--- src/rtl/mailbox_write_arbiter_pkg.sv ---
// Shared types and constants for the two-master mailbox write arbiter.
package mailbox_write_arbiter_pkg;

  typedef logic [1:0] state_t;

  localparam state_t ST_IDLE  = 2'd0;
  localparam state_t ST_AW    = 2'd1;
  localparam state_t ST_WRITE = 2'd2;
  localparam state_t ST_RESP  = 2'd3;

  typedef logic mst_idx_t;

  localparam logic [1:0] RESP_OKAY   = 2'b00;
  localparam logic [1:0] RESP_SLVERR = 2'b10;

  // A lone requester always wins; a tie goes to the priority holder.
  function automatic mst_idx_t rr_pick(input logic [1:0] req, input mst_idx_t prio);
    return (&req) ? prio : req[1];
  endfunction

endpackage

--- src/rtl/mailbox_write_arbiter_rr.sv ---
// Two-way round-robin grant selection with the priority register it owns.
module mailbox_write_arbiter_rr
  import mailbox_write_arbiter_pkg::*;
(
  input  logic       clk,
  input  logic       rst,
  input  logic [1:0] req,
  input  logic       prio_upd,
  input  logic       prio_next,
  output logic       grant,
  output logic       prio
);

  always_ff @(posedge clk or posedge rst) begin
    if (rst) begin
      prio <= 1'b0;
    end else if (prio_upd) begin
      prio <= prio_next;
    end
  end

  assign grant = rr_pick(req, prio);

endmodule

--- src/rtl/mailbox_write_arbiter.sv ---
// Transaction-level round-robin arbiter sharing one AXI4 write port between two masters.
// Optional grant counters are built when MAILBOX_WRITE_ARBITER_PERF_EN is defined.
module mailbox_write_arbiter
  import mailbox_write_arbiter_pkg::*;
#(
  parameter int AXI_ADDR_WIDTH = 32,
  parameter int AXI_DATA_WIDTH = 64,
  parameter int AXI_ID_WIDTH   = 10,
  parameter int AXI_USER_WIDTH = 6,
  parameter int AXI_STRB_WIDTH = AXI_DATA_WIDTH / 8
) (
  input  logic                      Clk_CI,
  input  logic                      Rst_RI,
  input  logic [AXI_ADDR_WIDTH-1:0] S0_AwAddr_DI,
  input  logic [7:0]                S0_AwLen_SI,
  input  logic [AXI_ID_WIDTH-1:0]   S0_AwId_DI,
  input  logic                      S0_AwValid_SI,
  output logic                      S0_AwReady_SO,
  input  logic [AXI_DATA_WIDTH-1:0] S0_WData_DI,
  input  logic [AXI_STRB_WIDTH-1:0] S0_WStrb_DI,
  input  logic                      S0_WLast_SI,
  input  logic                      S0_WValid_SI,
  output logic                      S0_WReady_SO,
  output logic                      S0_BValid_SO,
  input  logic                      S0_BReady_SI,
  output logic [AXI_ID_WIDTH-1:0]   S0_BId_DO,
  output logic [1:0]                S0_BResp_DO,
  output logic [AXI_USER_WIDTH-1:0] S0_BUser_DO,
  input  logic [AXI_ADDR_WIDTH-1:0] S1_AwAddr_DI,
  input  logic [7:0]                S1_AwLen_SI,
  input  logic [AXI_ID_WIDTH-1:0]   S1_AwId_DI,
  input  logic                      S1_AwValid_SI,
  output logic                      S1_AwReady_SO,
  input  logic [AXI_DATA_WIDTH-1:0] S1_WData_DI,
  input  logic [AXI_STRB_WIDTH-1:0] S1_WStrb_DI,
  input  logic                      S1_WLast_SI,
  input  logic                      S1_WValid_SI,
  output logic                      S1_WReady_SO,
  output logic                      S1_BValid_SO,
  input  logic                      S1_BReady_SI,
  output logic [AXI_ID_WIDTH-1:0]   S1_BId_DO,
  output logic [1:0]                S1_BResp_DO,
  output logic [AXI_USER_WIDTH-1:0] S1_BUser_DO,
  output logic [AXI_ADDR_WIDTH-1:0] M_AwAddr_DO,
  output logic [7:0]                M_AwLen_SO,
  output logic [AXI_ID_WIDTH-1:0]   M_AwId_DO,
  output logic                      M_AwValid_SO,
  input  logic                      M_AwReady_SI,
  output logic [AXI_DATA_WIDTH-1:0] M_WData_DO,
  output logic [AXI_STRB_WIDTH-1:0] M_WStrb_DO,
  output logic                      M_WLast_SO,
  output logic                      M_WValid_SO,
  input  logic                      M_WReady_SI,
  input  logic                      M_BValid_SI,
  input  logic [AXI_ID_WIDTH-1:0]   M_BId_DI,
  input  logic [1:0]                M_BResp_DI,
  input  logic [AXI_USER_WIDTH-1:0] M_BUser_DI,
`ifdef MAILBOX_WRITE_ARBITER_PERF_EN
  output logic [31:0]               GrantCnt0_DO,
  output logic [31:0]               GrantCnt1_DO,
`endif
  output logic                      M_BReady_SO
);

  state_t     state;
  mst_idx_t   grant;
  logic [7:0] beat_cnt;
  mst_idx_t   rr_grant;
  mst_idx_t   prio;
  logic       aw_hs, w_hs, b_hs;
  logic       in_aw, in_w, in_b;
  logic       b_valid_fwd;

  logic [AXI_ADDR_WIDTH-1:0] sel_awaddr;
  logic [7:0]                sel_awlen;
  logic [AXI_ID_WIDTH-1:0]   sel_awid;
  logic                      sel_awvalid;
  logic [AXI_DATA_WIDTH-1:0] sel_wdata;
  logic [AXI_STRB_WIDTH-1:0] sel_wstrb;
  logic                      sel_wlast;
  logic                      sel_wvalid;
  logic                      sel_bready;

  mailbox_write_arbiter_rr u_rr (
    .clk       (Clk_CI),
    .rst       (Rst_RI),
    .req       ({S1_AwValid_SI, S0_AwValid_SI}),
    .prio_upd  (b_hs),
    .prio_next (~grant),
    .grant     (rr_grant),
    .prio      (prio)
  );

  always_ff @(posedge Clk_CI or posedge Rst_RI) begin
    if (Rst_RI) begin
      state    <= ST_IDLE;
      grant    <= 1'b0;
      beat_cnt <= 8'd0;
    end else begin
      case (state)
        ST_IDLE: begin
          if (S0_AwValid_SI || S1_AwValid_SI) begin
            grant <= rr_grant;
            state <= ST_AW;
          end
        end
        ST_AW: begin
          if (aw_hs) begin
            beat_cnt <= sel_awlen;
            state    <= ST_WRITE;
          end
        end
        ST_WRITE: begin
          // The beat counter alone ends the burst; WLast is only forwarded.
          if (w_hs) begin
            if (beat_cnt == 8'd0) state <= ST_RESP;
            else                  beat_cnt <= beat_cnt - 8'd1;
          end
        end
        ST_RESP: begin
          if (b_hs) state <= ST_IDLE;
        end
        default: state <= ST_IDLE;
      endcase
    end
  end

  assign in_aw = (state == ST_AW);
  assign in_w  = (state == ST_WRITE);
  assign in_b  = (state == ST_RESP);

  assign sel_awaddr  = grant ? S1_AwAddr_DI  : S0_AwAddr_DI;
  assign sel_awlen   = grant ? S1_AwLen_SI   : S0_AwLen_SI;
  assign sel_awid    = grant ? S1_AwId_DI    : S0_AwId_DI;
  assign sel_awvalid = grant ? S1_AwValid_SI : S0_AwValid_SI;
  assign sel_wdata   = grant ? S1_WData_DI   : S0_WData_DI;
  assign sel_wstrb   = grant ? S1_WStrb_DI   : S0_WStrb_DI;
  assign sel_wlast   = grant ? S1_WLast_SI   : S0_WLast_SI;
  assign sel_wvalid  = grant ? S1_WValid_SI  : S0_WValid_SI;
  assign sel_bready  = grant ? S1_BReady_SI  : S0_BReady_SI;

  // Downstream valids depend only on state and master inputs, never on downstream readies.
  assign M_AwValid_SO = in_aw & sel_awvalid;
  assign M_AwAddr_DO  = M_AwValid_SO ? sel_awaddr : '0;
  assign M_AwLen_SO   = M_AwValid_SO ? sel_awlen  : '0;
  assign M_AwId_DO    = M_AwValid_SO ? sel_awid   : '0;
  assign aw_hs        = M_AwValid_SO & M_AwReady_SI;

  assign M_WValid_SO = in_w & sel_wvalid;
  assign M_WData_DO  = M_WValid_SO ? sel_wdata : '0;
  assign M_WStrb_DO  = M_WValid_SO ? sel_wstrb : '0;
  assign M_WLast_SO  = M_WValid_SO & sel_wlast;
  assign w_hs        = M_WValid_SO & M_WReady_SI;

  assign S0_AwReady_SO = in_aw & ~grant & M_AwReady_SI;
  assign S1_AwReady_SO = in_aw &  grant & M_AwReady_SI;
  assign S0_WReady_SO  = in_w  & ~grant & M_WReady_SI;
  assign S1_WReady_SO  = in_w  &  grant & M_WReady_SI;

  assign M_BReady_SO = in_b & sel_bready;
  assign b_valid_fwd = in_b & M_BValid_SI;
  assign b_hs        = b_valid_fwd & M_BReady_SO;

  assign S0_BValid_SO = b_valid_fwd & ~grant;
  assign S0_BId_DO    = S0_BValid_SO ? M_BId_DI   : '0;
  assign S0_BResp_DO  = S0_BValid_SO ? M_BResp_DI : RESP_OKAY;
  assign S0_BUser_DO  = S0_BValid_SO ? M_BUser_DI : '0;
  assign S1_BValid_SO = b_valid_fwd & grant;
  assign S1_BId_DO    = S1_BValid_SO ? M_BId_DI   : '0;
  assign S1_BResp_DO  = S1_BValid_SO ? M_BResp_DI : RESP_OKAY;
  assign S1_BUser_DO  = S1_BValid_SO ? M_BUser_DI : '0;

`ifdef MAILBOX_WRITE_ARBITER_PERF_EN
  logic [31:0] grant_cnt0, grant_cnt1;

  always_ff @(posedge Clk_CI or posedge Rst_RI) begin
    if (Rst_RI) begin
      grant_cnt0 <= 32'd0;
      grant_cnt1 <= 32'd0;
    end else if (b_hs) begin
      if (!grant && grant_cnt0 != 32'hFFFF_FFFF) grant_cnt0 <= grant_cnt0 + 32'd1;
      if (grant && grant_cnt1 != 32'hFFFF_FFFF)  grant_cnt1 <= grant_cnt1 + 32'd1;
    end
  end

  assign GrantCnt0_DO = grant_cnt0;
  assign GrantCnt1_DO = grant_cnt1;
`endif

endmodule

--- config.mk ---
export PLATFORM = sky130hd
export DESIGN_NAME = mailbox_write_arbiter
export DESIGN_NICKNAME = d
export VERILOG_FILES = /design/src/rtl/mailbox_write_arbiter_pkg.sv /design/src/rtl/mailbox_write_arbiter_rr.sv /design/src/rtl/mailbox_write_arbiter.sv
export SDC_FILE = /design/constraint.sdc
export NUM_CORES = 1
export LEC_CHECK = 0
export BUFFER_PORTS_ARGS = -buffer_cell sky130_fd_sc_hd__buf_4
export CORE_AREA = 8 8 165 167
export CTS_CLUSTER_DIAMETER = 60
export DETAILED_ROUTE_END_ITERATION = 8
export DIE_AREA = 0 0 173 175
export GPL_TIMING_DRIVEN = 0
export HOLD_SLACK_MARGIN = 0.12
export MAX_ROUTING_LAYER = met4
export PLACE_DENSITY = 0.38
export SETUP_SLACK_MARGIN = 0.05
export SLEW_MARGIN = 20
export SYNTH_ARGS = -nofsm -noshare
export SYNTH_HDL_FRONTEND = slang
export SYNTH_SLANG_ARGS = --single-unit
--- constraint.sdc ---
create_clock -name Clk_CI -period 2.08 [get_ports Clk_CI]
set_input_delay 0.104 -clock Clk_CI [delete_from_list [all_inputs] [get_ports Clk_CI]]
set_output_delay 0.104 -clock Clk_CI [all_outputs]
set_load 0.01 [all_outputs]
=== After elaboration in Yosys (flattened, before gate mapping) ===
Cells that the tools add are included.

* Reduce and logical (&&, ||, !) cells: 8
* Equality and inequality tests: 9
* Divide/modulo/power cells: 0
* Magnitude comparators: 0
* Mux-type cells: 31
* $add $sub $neg: 1
* $mul: 0
* Bitwise operators: 19
* Shift-type cells: 0

{| class="wikitable"
|+ Operator list
! kind !! number
|-
| $mux 64 || 2
|-
| $mux 32 || 2
|-
| $mux 8 || 7
|-
| $mux 10 || 4
|-
| $and 1x1->1 || 18
|-
| $pmux 8 s2 || 1
|-
| $mux 2 || 7
|-
| $mux 6 || 2
|-
| $ne 2x2->1 const B || 5
|-
| $logic_not 8->1 || 1
|-
| $pmux 2 s4 || 1
|-
| $sub 8x1->8 const B || 1
|-
| $mux 1 || 5
|-
| $reduce_and 5->1 || 1
|-
| $eq 2x2->1 const B || 2
|-
| $reduce_and 2->1 || 2
|-
| $reduce_and 4->1 || 1
|-
| $eq 2x1->1 const B || 1
|-
| $logic_not 2->1 || 1
|-
| $ne 2x1->1 const B || 1
|-
| $reduce_bool 2->1 || 1
|-
| $logic_or 1x1->1 || 1
|-
| $not 1->1 || 1
|}

* Memory bits (writable): 0
* Bits in read-only memories: 0
* Bits in latches: 0
* Memories: 0
* Output and inout bits: 168
* Register bits: 12

=== Longest topological paths before layout ===
Gate-level depths: netlist (run 1).

* Depth in word-level cells: 5
* Depth in mapped cells: 7
* Depth with buffers taken out: 6

=== Cells and area by module ===
From an unflattened synthesis (run 1), not the netlist that was laid out.

* Cell total of the unflattened synthesis: 426
* Area, all modules: 3133.0 sq um

{| class="wikitable"
|+ By module, submodules not included
! module !! cells each !! area each (sq um) !! times used
|-
| mailbox_write_arbiter || 420 || 3084.2 || 1
|-
| mailbox_write_arbiter_rr || 6 || 48.8 || 1
|}

=== Worst setup path before layout (run 1) ===
OpenSTA, ideal clock, no wires.

* Path type: register -> register
* From: reg beat_cnt[0]
* To: reg beat_cnt[1]
* Arrival: 1.756 ns
* Slack: 0.199 ns
* Stages on the path, launching flop included: 7
* Cell sequence: dfrtp_1 > inv_1 > ha_1 > nor4b_2 > a211oi_2 > o21a_2 > mux2_2

* Longest elaborated chain between the ends: 4
* Elaborated cells on any way between the ends: 7
* Those cells by class: add/sub (1); eq/ne (1); mux (3); reduce/logical (2)

{| class="wikitable"
|+ Ends and longest elaborated chain
! what !! line !! text
|-
| from (decl) || mailbox_write_arbiter.sv:67 || <nowiki>logic [7:0] beat_cnt;</nowiki>
|-
| from (signal assigned) || mailbox_write_arbiter.sv:109 || <nowiki>beat_cnt <= sel_awlen;</nowiki>
|-
| from (signal assigned) || mailbox_write_arbiter.sv:117 || <nowiki>else beat_cnt <= beat_cnt - 8'd1;</nowiki>
|-
| $sub 8x1->8 || mailbox_write_arbiter.sv:117 ||
|-
| $mux 8 || mailbox_write_arbiter.sv:116 || <nowiki>if (beat_cnt == 8'd0) state <= ST_RESP;</nowiki>
|-
| $mux 8 || mailbox_write_arbiter.sv:115 || <nowiki>if (w_hs) begin</nowiki>
|-
| $pmux 8 s2 || mailbox_write_arbiter.sv:100 || <nowiki>case (state)</nowiki>
|}

Several ways; a longest one is shown, not always the timed one. The select of a mux whose other input is x is not followed.
A chain may end at the register's enable or synchronous reset.

=== Final worst setup path (run 1) ===
* From: reg beat_cnt[0]
* To: reg beat_cnt[6]

The elaborated chain is that of the path after synthesis.

==> results of run 1 <==
-- worst reg2reg max path, stage by stage, from the launching register on --
cell     delay, ps
dfrtp_1        430
inv_1          120
ha_2           200
or3b_2         490
or2_2          310
o22ai_1        170
a22o_1         150
-- final cells by class --
class,instances,area [um^2]
Fill cell,2802,17600
Timing Repair Buffer,448,3370
Multi-Input combinational cell,365,2580
Tap cell,330,413
Buffer,34,307
Sequential cell,12,300
Clock buffer,4,88.8
Inverter,10,41.3
-- cells in the mapped netlist (3+ instances only) --
cell and n:
nand2_1 9, o21ai_0 3, o221ai_1 4, buf_2 18
dfrtp_1 12, and3_1 3, inv_1 9, nor2_1 129
mux2_2 3, a22o_1 5, nor2b_1 3, a21oi_1 4
mux2i_1 127, nor3_1 3, o22ai_1 3, nand3_1 3
and2_1 36, clkbuf_1 11, ha_1 7
-- flip-flops by register name, indices dropped and copies added (netlist names) --
register / flops
beat_cnt: 8
u_rr.prio: 1
state: 2
grant: 1
-- how the worst min path moves through the flow --
stage               depth (start not counted)  slack, ps           from                      end
finish                                      3        160  S1_AwValid_SI        grant$_DFFE_PP0P_
global route                                3        190  S1_AwValid_SI        grant$_DFFE_PP0P_
CTS                                         3        140  S1_AwValid_SI        grant$_DFFE_PP0P_
detailed placement                          2        190         Rst_RI        grant$_DFFE_PP0P_
global placement                            2        190         Rst_RI        grant$_DFFE_PP0P_
floorplan                                   1        -30         Rst_RI  beat_cnt[0]$_DFFE_PP0P_
-- stage by stage --
| step | hold slack [ps] | area [um^2] |
|---|---|---|
| 6_report | 157 | 7100 |
| 5_1_grt | 187 | 7100 |
| 4_1_cts | 141 | 7010 |
| 3_5_place_dp | 185 | 6800 |
| 3_3_place_gp | 193 | 6800 |
| 2_1_floorplan | -31.3 | 3070 |
-- placed cells by master, fill, tap and decap left out, drive strengths merged, types with 2 or more instances in the layout --
master         n
or4            2
o22ai          3
a22o           6
mux2i        127
mux2           3
a21oi          4
dlygate4sd3    2
a31oi          2
o211ai         2
buf          466
o221ai         4
nand4          2
o21ai          5
nor3           3
nand3          3
clkbuf        18
nor2b          3
and3           3
and2          36
inv            9
ha             7
nand2          9
nor2         129
dfrtp         12
-- power by group through the flow --
stage | Clock, mW | Sequential (mW) | Combinational (mW)
floorplan | 0 | 0.446 | 3.11
global placement | 0 | 0.485 | 5.37
detailed placement | 0 | 0.481 | 5.33
CTS | 0.418 | 0.478 | 5.51
global route | 0.423 | 0.502 | 6.00
finish | 0.412 | 0.483 | 5.53
-- what timing repair did --
action | CTS | global route
setup buffers | 1 | 3
endpoints found under the setup margin | 143 | 141
hold endpoints to repair | 13 | 0
resized for setup | 38 | 24
hold buffers | 2 | 0
pin swaps | 1 | 1
-- cell families (layout without fill, tap and decap cells) --
logic type                 after synthesis  count (layout)  share of synthesized area, %
and+or+nand+nor                        195             195                          28.8
muxes                                  130             130                          42.5
buffers and inverters                   46             496                          8.02
AOI/OAI and AO/OA                       33              33                          8.06
DFF                                     12              12                          9.78
adders and majority gates                7               7                          2.85
-- metal layers --
layer / part of all wire, % / track usage (%) / vias to the layer above
li1: - / - / 2353
met1: 40 / 17.1 / 2080
met2: 54 / 28.4 / 196
met3: 5.1 / 2.70 / 8
met4: 0.60 / 1.55 / 0
met5: 0 / - / -
==> impl_metrics.csv, run 1 <==
group,metric,value,unit
status,status,"finished clean",
route,ant_nets,0,
global_routing,grt_pass1_wl,34200,um
pwr,ir_drop,0.378,mV
run,cap_violations,0,
global_routing,overflow,0,
global_routing,grt_pass1_vias,5179,
setup_path,reg2reg_depth,6,
sta,hold_viol,0,
sta,max_freq,516,MHz
sta,tns,0,ps
pwr,power,6.43,mW
clocking,cts.reportedPaths.clkPinSlew,50,ps
route,firstDrtPassIters,4,
pwr,p_sw_share,47.1,%
pwr,switching_power,3.03,mW
floorplanning,fp.coreArea,24700,um^2
synthesis,syn_area_per_cell,7.26,um^2
clocking,clockBufferDepth,2,
setup_path,cp-end-kind,"register",
clocking,clock_latency,250,ps
setup_path,critPathBufInv,1,
route,routedWlPerCell,20.1,um
clocking,cts_buffers,3,
sta,rsz0062_at_grt,"no",
route,initialDrtViolationCount,151,
placement,detailed_place_hpwl,21500,um
sta,timing.final.crit_period,1940,ps
setup_path,rrSetupSlack,140,ps
worst_hold_path,hold_path.class,"in2reg",
route,post-route-drc-count,0,
floorplanning,initial_utilization,12.4,%
layout,areaGrowthSynthToFinish,131,%
setup_path,arrival,2120,ps
floorplanning,die_y,175,um
floorplanning,die-area,30300,um^2
synthesis,synthesis.area,3070,um^2
floorplanning,num_rows,58,
clocking,clockRootBuffer,"clkbuf_16",
clocking,cts_tree,"done",
synthesis,synth-seq-cells,12,
layout,fin_nets,1156,
sta,worst_pin_slew,522,ps
pwr,leakagePower,4.05,nW
synthesis,ys_async_sr_fraction,100,%
setup_path,cp_slowest_stage_delay,490,ps
layout,stdcell_count,1203,
setup_path,endpoint,"beat_cnt[6]$_DFFE_PP0P_",
synthesis,synth_seq_area_share,9.78,%
pwr,seqPwrFrac,7.5,%
synthesis,yosysUniqueCellTypes,45,
setup_path,r2r-end,"beat_cnt[6]$_DFFE_PP0P_",
clocking,htree_levels,1,
global_routing,grt_max_degree,13,
setup_path,worst-path-max-fanout,5,
synthesis,synth_edf_count,0,
placement,dp_slack,-341,ps
placement,place_congestion,0.789,
sta,slew_headroom,65.2,%
setup_path,r2r_start,"beat_cnt[0]$_DFFE_PP0P_",
synthesis,synth_area_leader_cell,"mux2i_1",
setup_path,crit_chain,"inv_1 > ha_2 > or3b_2 > or2_2 > o22ai_1 > a22o_1",
pwr,powerDensity,905,nW/um^2
floorplanning,die_w,173,um
pwr,power.internal,3.40,mW
sta,timing.final.crit_share,93.1,%
route,vias,4637,
synthesis,yosys_warnings,0,
route,viasPerCell,3.85,
pwr,combinationalPowerShare,86.1,%
layout,layout-drive-gt1-share,58.4,%
setup_path,crit_slowest_cell,"or3b_2",
setup_path,required,2260,ps
synthesis,synthCells,423,
setup_path,criticalPathCategory,"reg2reg",
floorplanning,ios,443,
sta,skew,2.64,ps
synthesis,synth.area.top_cells,"mux2i_1, nor2_1, dfrtp_1, and2_1, buf_2",
route,wl,24100,um
global_routing,grt_usage,15.2,%
pwr,p_clk_share,6.4,%
synthesis,synth_flop_cell,"dfrtp_1",
global_routing,antenna_found_initial,0,
placement,place_inst,1195,
synthesis,syn_nets,705,
layout,diodes,0,
placement,portBuffers,442,
sta,setup_ws,143,ps
sta,finalSetupViolCount,0,
setup_path,crit_cells,6,
setup_path,crit_start,"beat_cnt[0]$_DFFE_PP0P_",
clocking,cts_sinks,12,
sta,drv_slew,0,
setup_path,worst_setup_path_start_kind,"register",
synthesis,synth_top_area_share,41.4,%
setup_path,critical-path-top-delay-family,"simple AND/OR/NAND/NOR gates",
layout,utilization,28.8,%
No activity file was read; power rests on OpenSTA's default activity.
==> run 2: changes to the inputs <==
==> constraint.sdc (replaced) <==
create_clock -name Clk_CI -period 2.08 [get_ports Clk_CI]
set_input_delay 0.104 -clock Clk_CI [delete_from_list [all_inputs] [get_ports Clk_CI]]
set_output_delay 0.104 -clock Clk_CI [all_outputs]
set_load 0.005 [all_outputs]
==> run 2 against run 1 <==
Utilization is 0.051 points lower. Critical path depth is the same. Cell count stayed put. Routed wire length is essentially flat. Non-clock buffer count is the same. Setup slack got worse by 5.6 ps. Sequential share of layout area about the same. Via count up 0.13%. Power fell by 4.2%. Worst hold slack got worse by 9.9 ps. Global-route usage unchanged. Critical endpoint unchanged. Highest routed layer unchanged.
==> impl_metrics.csv, run 2 (same netlist as run 1, synthesis figures left out) <==
group,metric,value,unit
placement,dp_slack,-333,ps
setup_path,rrSetupSlack,140,ps
layout,largestRegisters,"beat_cnt (8), state (2)",
layout,stdcell_count,1203,
route,post-route-drc-count,0,
clocking,htree_levels,1,
worst_hold_path,hold_path.class,"in2reg",
global_routing,antenna_found_initial,0,
route,wl,24100,um
sta,skew,1.48,ps
setup_path,reg2reg_depth,6,
pwr,combinationalPowerShare,85.5,%
layout,top_register,"beat_cnt",
global_routing,grt_usage,15.2,%
layout,largest_reg_flops,8,
clocking,cts_tree,"done",
pwr,p_sw_share,45.3,%
setup_path,r2r-end,"beat_cnt[6]$_DFFE_PP0P_",
sta,rsz0062_at_grt,"yes",
pwr,powerDensity,869,nW/um^2
sta,drv_slew,0,
pwr,power.internal,3.37,mW
clocking,clock_latency,240,ps
sta,max_freq,515,MHz
setup_path,cp_slowest_stage_delay,490,ps
floorplanning,initial_utilization,12.4,%
setup_path,crit_cells,6,
pwr,leakagePower,4.04,nW
route,ant_nets,0,
sta,tns,0,ps
setup_path,critPathBufInv,1,
route,routedWlPerCell,20.1,um
clocking,cts_sinks,12,
setup_path,required,2260,ps
sta,setup_ws,137,ps
layout,mostFrequentLayoutCell,"buf_4",
layout,areaGrowthSynthToFinish,131,%
route,vias,4643,
placement,place_inst,1195,
clocking,clockBufferDepth,2,
layout,layout-drive-gt1-share,58.2,%
layout,fin_nets,1156,
sta,finalSetupViolCount,0,
floorplanning,die_w,173,um
sta,slew_headroom,65.2,%
run,cap_violations,0,
layout,mostFrequentLayoutCells,"buf_4, nor2_1, mux2i_1",
setup_path,crit_start,"beat_cnt[0]$_DFFE_PP0P_",
setup_path,endpoint,"beat_cnt[6]$_DFFE_PP0P_",
placement,place_congestion,0.789,
floorplanning,num_rows,58,
clocking,cts.reportedPaths.clkPinSlew,50,ps
setup_path,critical-path-top-delay-family,"simple AND/OR/NAND/NOR gates",
global_routing,overflow,0,
placement,detailed_place_hpwl,21500,um
pwr,ir_drop,0.373,mV
setup_path,cp-end-kind,"register",
pwr,seqPwrFrac,7.9,%
placement,portBuffers,442,
layout,diodes,0,
setup_path,worst-path-max-fanout,5,
route,initialDrtViolationCount,173,
layout,design_area,7090,um^2
global_routing,grt_pass1_wl,34200,um
global_routing,grt_pass1_vias,5179,
floorplanning,fp.coreArea,24700,um^2
route,firstDrtPassIters,4,
global_routing,grt_max_degree,13,
floorplanning,die-area,30300,um^2
layout,utilization,28.7,%
pwr,p_clk_share,6.7,%
floorplanning,die_y,175,um
setup_path,worst_setup_path_start_kind,"register",
setup_path,crit_chain,"inv_1 > ha_2 > or3b_2 > or2_2 > o22ai_1 > a22o_1",
clocking,cts_buffers,3,
floorplanning,ios,443,
setup_path,r2r_start,"beat_cnt[0]$_DFFE_PP0P_",
sta,timing.final.crit_period,1940,ps
setup_path,arrival,2130,ps
pwr,switching_power,2.79,mW
status,status,"finished clean",
sta,hold_viol,0,
placement,placed_area,6800,um^2
setup_path,criticalPathCategory,"reg2reg",
sta,timing.final.crit_share,93.4,%
clocking,clockRootBuffer,"clkbuf_16",
route,viasPerCell,3.86,
sta,worst_pin_slew,522,ps
setup_path,crit_slowest_cell,"or3b_2",
[run 2: changes by cell type in the layout (fill, tap and decap cells not counted), sizes merged]
cell,delta
clkbuf,-3
buf,+3
[run 2: power by group through the flow]
stage          Clock [mW]  Sequential (mW)  Combinational, mW
5_1_grt             0.423            0.502               5.74
6_report            0.411            0.485               5.26
3_3_place_gp            0            0.485               5.12
4_1_cts             0.418            0.478               5.26
3_5_place_dp            0            0.481               5.08
2_1_floorplan           0            0.446               2.87
[run 2: cell type report]
cell class | instances | area, um^2
tap | 330 | 413
clock buffer | 4 | 88.8
multi-input combinational | 365 | 2570
inverter | 10 | 41.3
buffer | 34 | 308
sequential | 12 | 300
fill | 2803 | 17600
timing repair buffer | 448 | 3370
[run 2: worst min-delay path by stage]
| stage | depth (start not counted) | start | to | slack (ps) |
|---|---|---|---|---|
| 2_1_floorplan | 1 | Rst_RI | beat_cnt[0]$_DFFE_PP0P_ | -30 |
| 3_3_place_gp | 2 | Rst_RI | grant$_DFFE_PP0P_ | 190 |
| 3_5_place_dp | 2 | Rst_RI | grant$_DFFE_PP0P_ | 190 |
| 4_1_cts | 3 | S1_AwValid_SI | grant$_DFFE_PP0P_ | 140 |
| 5_1_grt | 3 | S1_AwValid_SI | grant$_DFFE_PP0P_ | 180 |
| 6_report | 3 | S1_AwValid_SI | grant$_DFFE_PP0P_ | 150 |
[run 2: per-layer routing]
| layer | part of all wire [%] | GRT usage [%] |
|---|---|---|
| met4 | 0.60 | 1.55 |
| met3 | 5.0 | 2.70 |
| met1 | 40 | 17.1 |
| met5 | 0 | - |
| met2 | 54 | 28.4 |
[run 2: timing repair]
action / in CTS / in global routing
pin swaps: 1 / 1
gates cloned: 0 / 0
buffers inserted: 1 / 3
gates resized for setup: 36 / 26
endpoints found under the setup margin: 142 / 142
hold buffers: 2 / 0
hold endpoints to repair: 13 / 0
[run 2: through the flow]
| stage | hold slack (ps) | total power [mW] |
|---|---|---|
| after global placement | 193 | 5.61 |
| after detailed placement | 185 | 5.56 |
| after CTS | 141 | 6.15 |
| after floorplan | -31.3 | 3.32 |
| final | 148 | 6.16 |
| after global routing | 181 | 6.67 |
[run 2: worst reg2reg max path: stages (launching register included)]
cell and delay (ps):
dfrtp_1 430, inv_1 130, ha_2 200, or3b_2 490, or2_2 310, o22ai_1 170, a22o_1 150
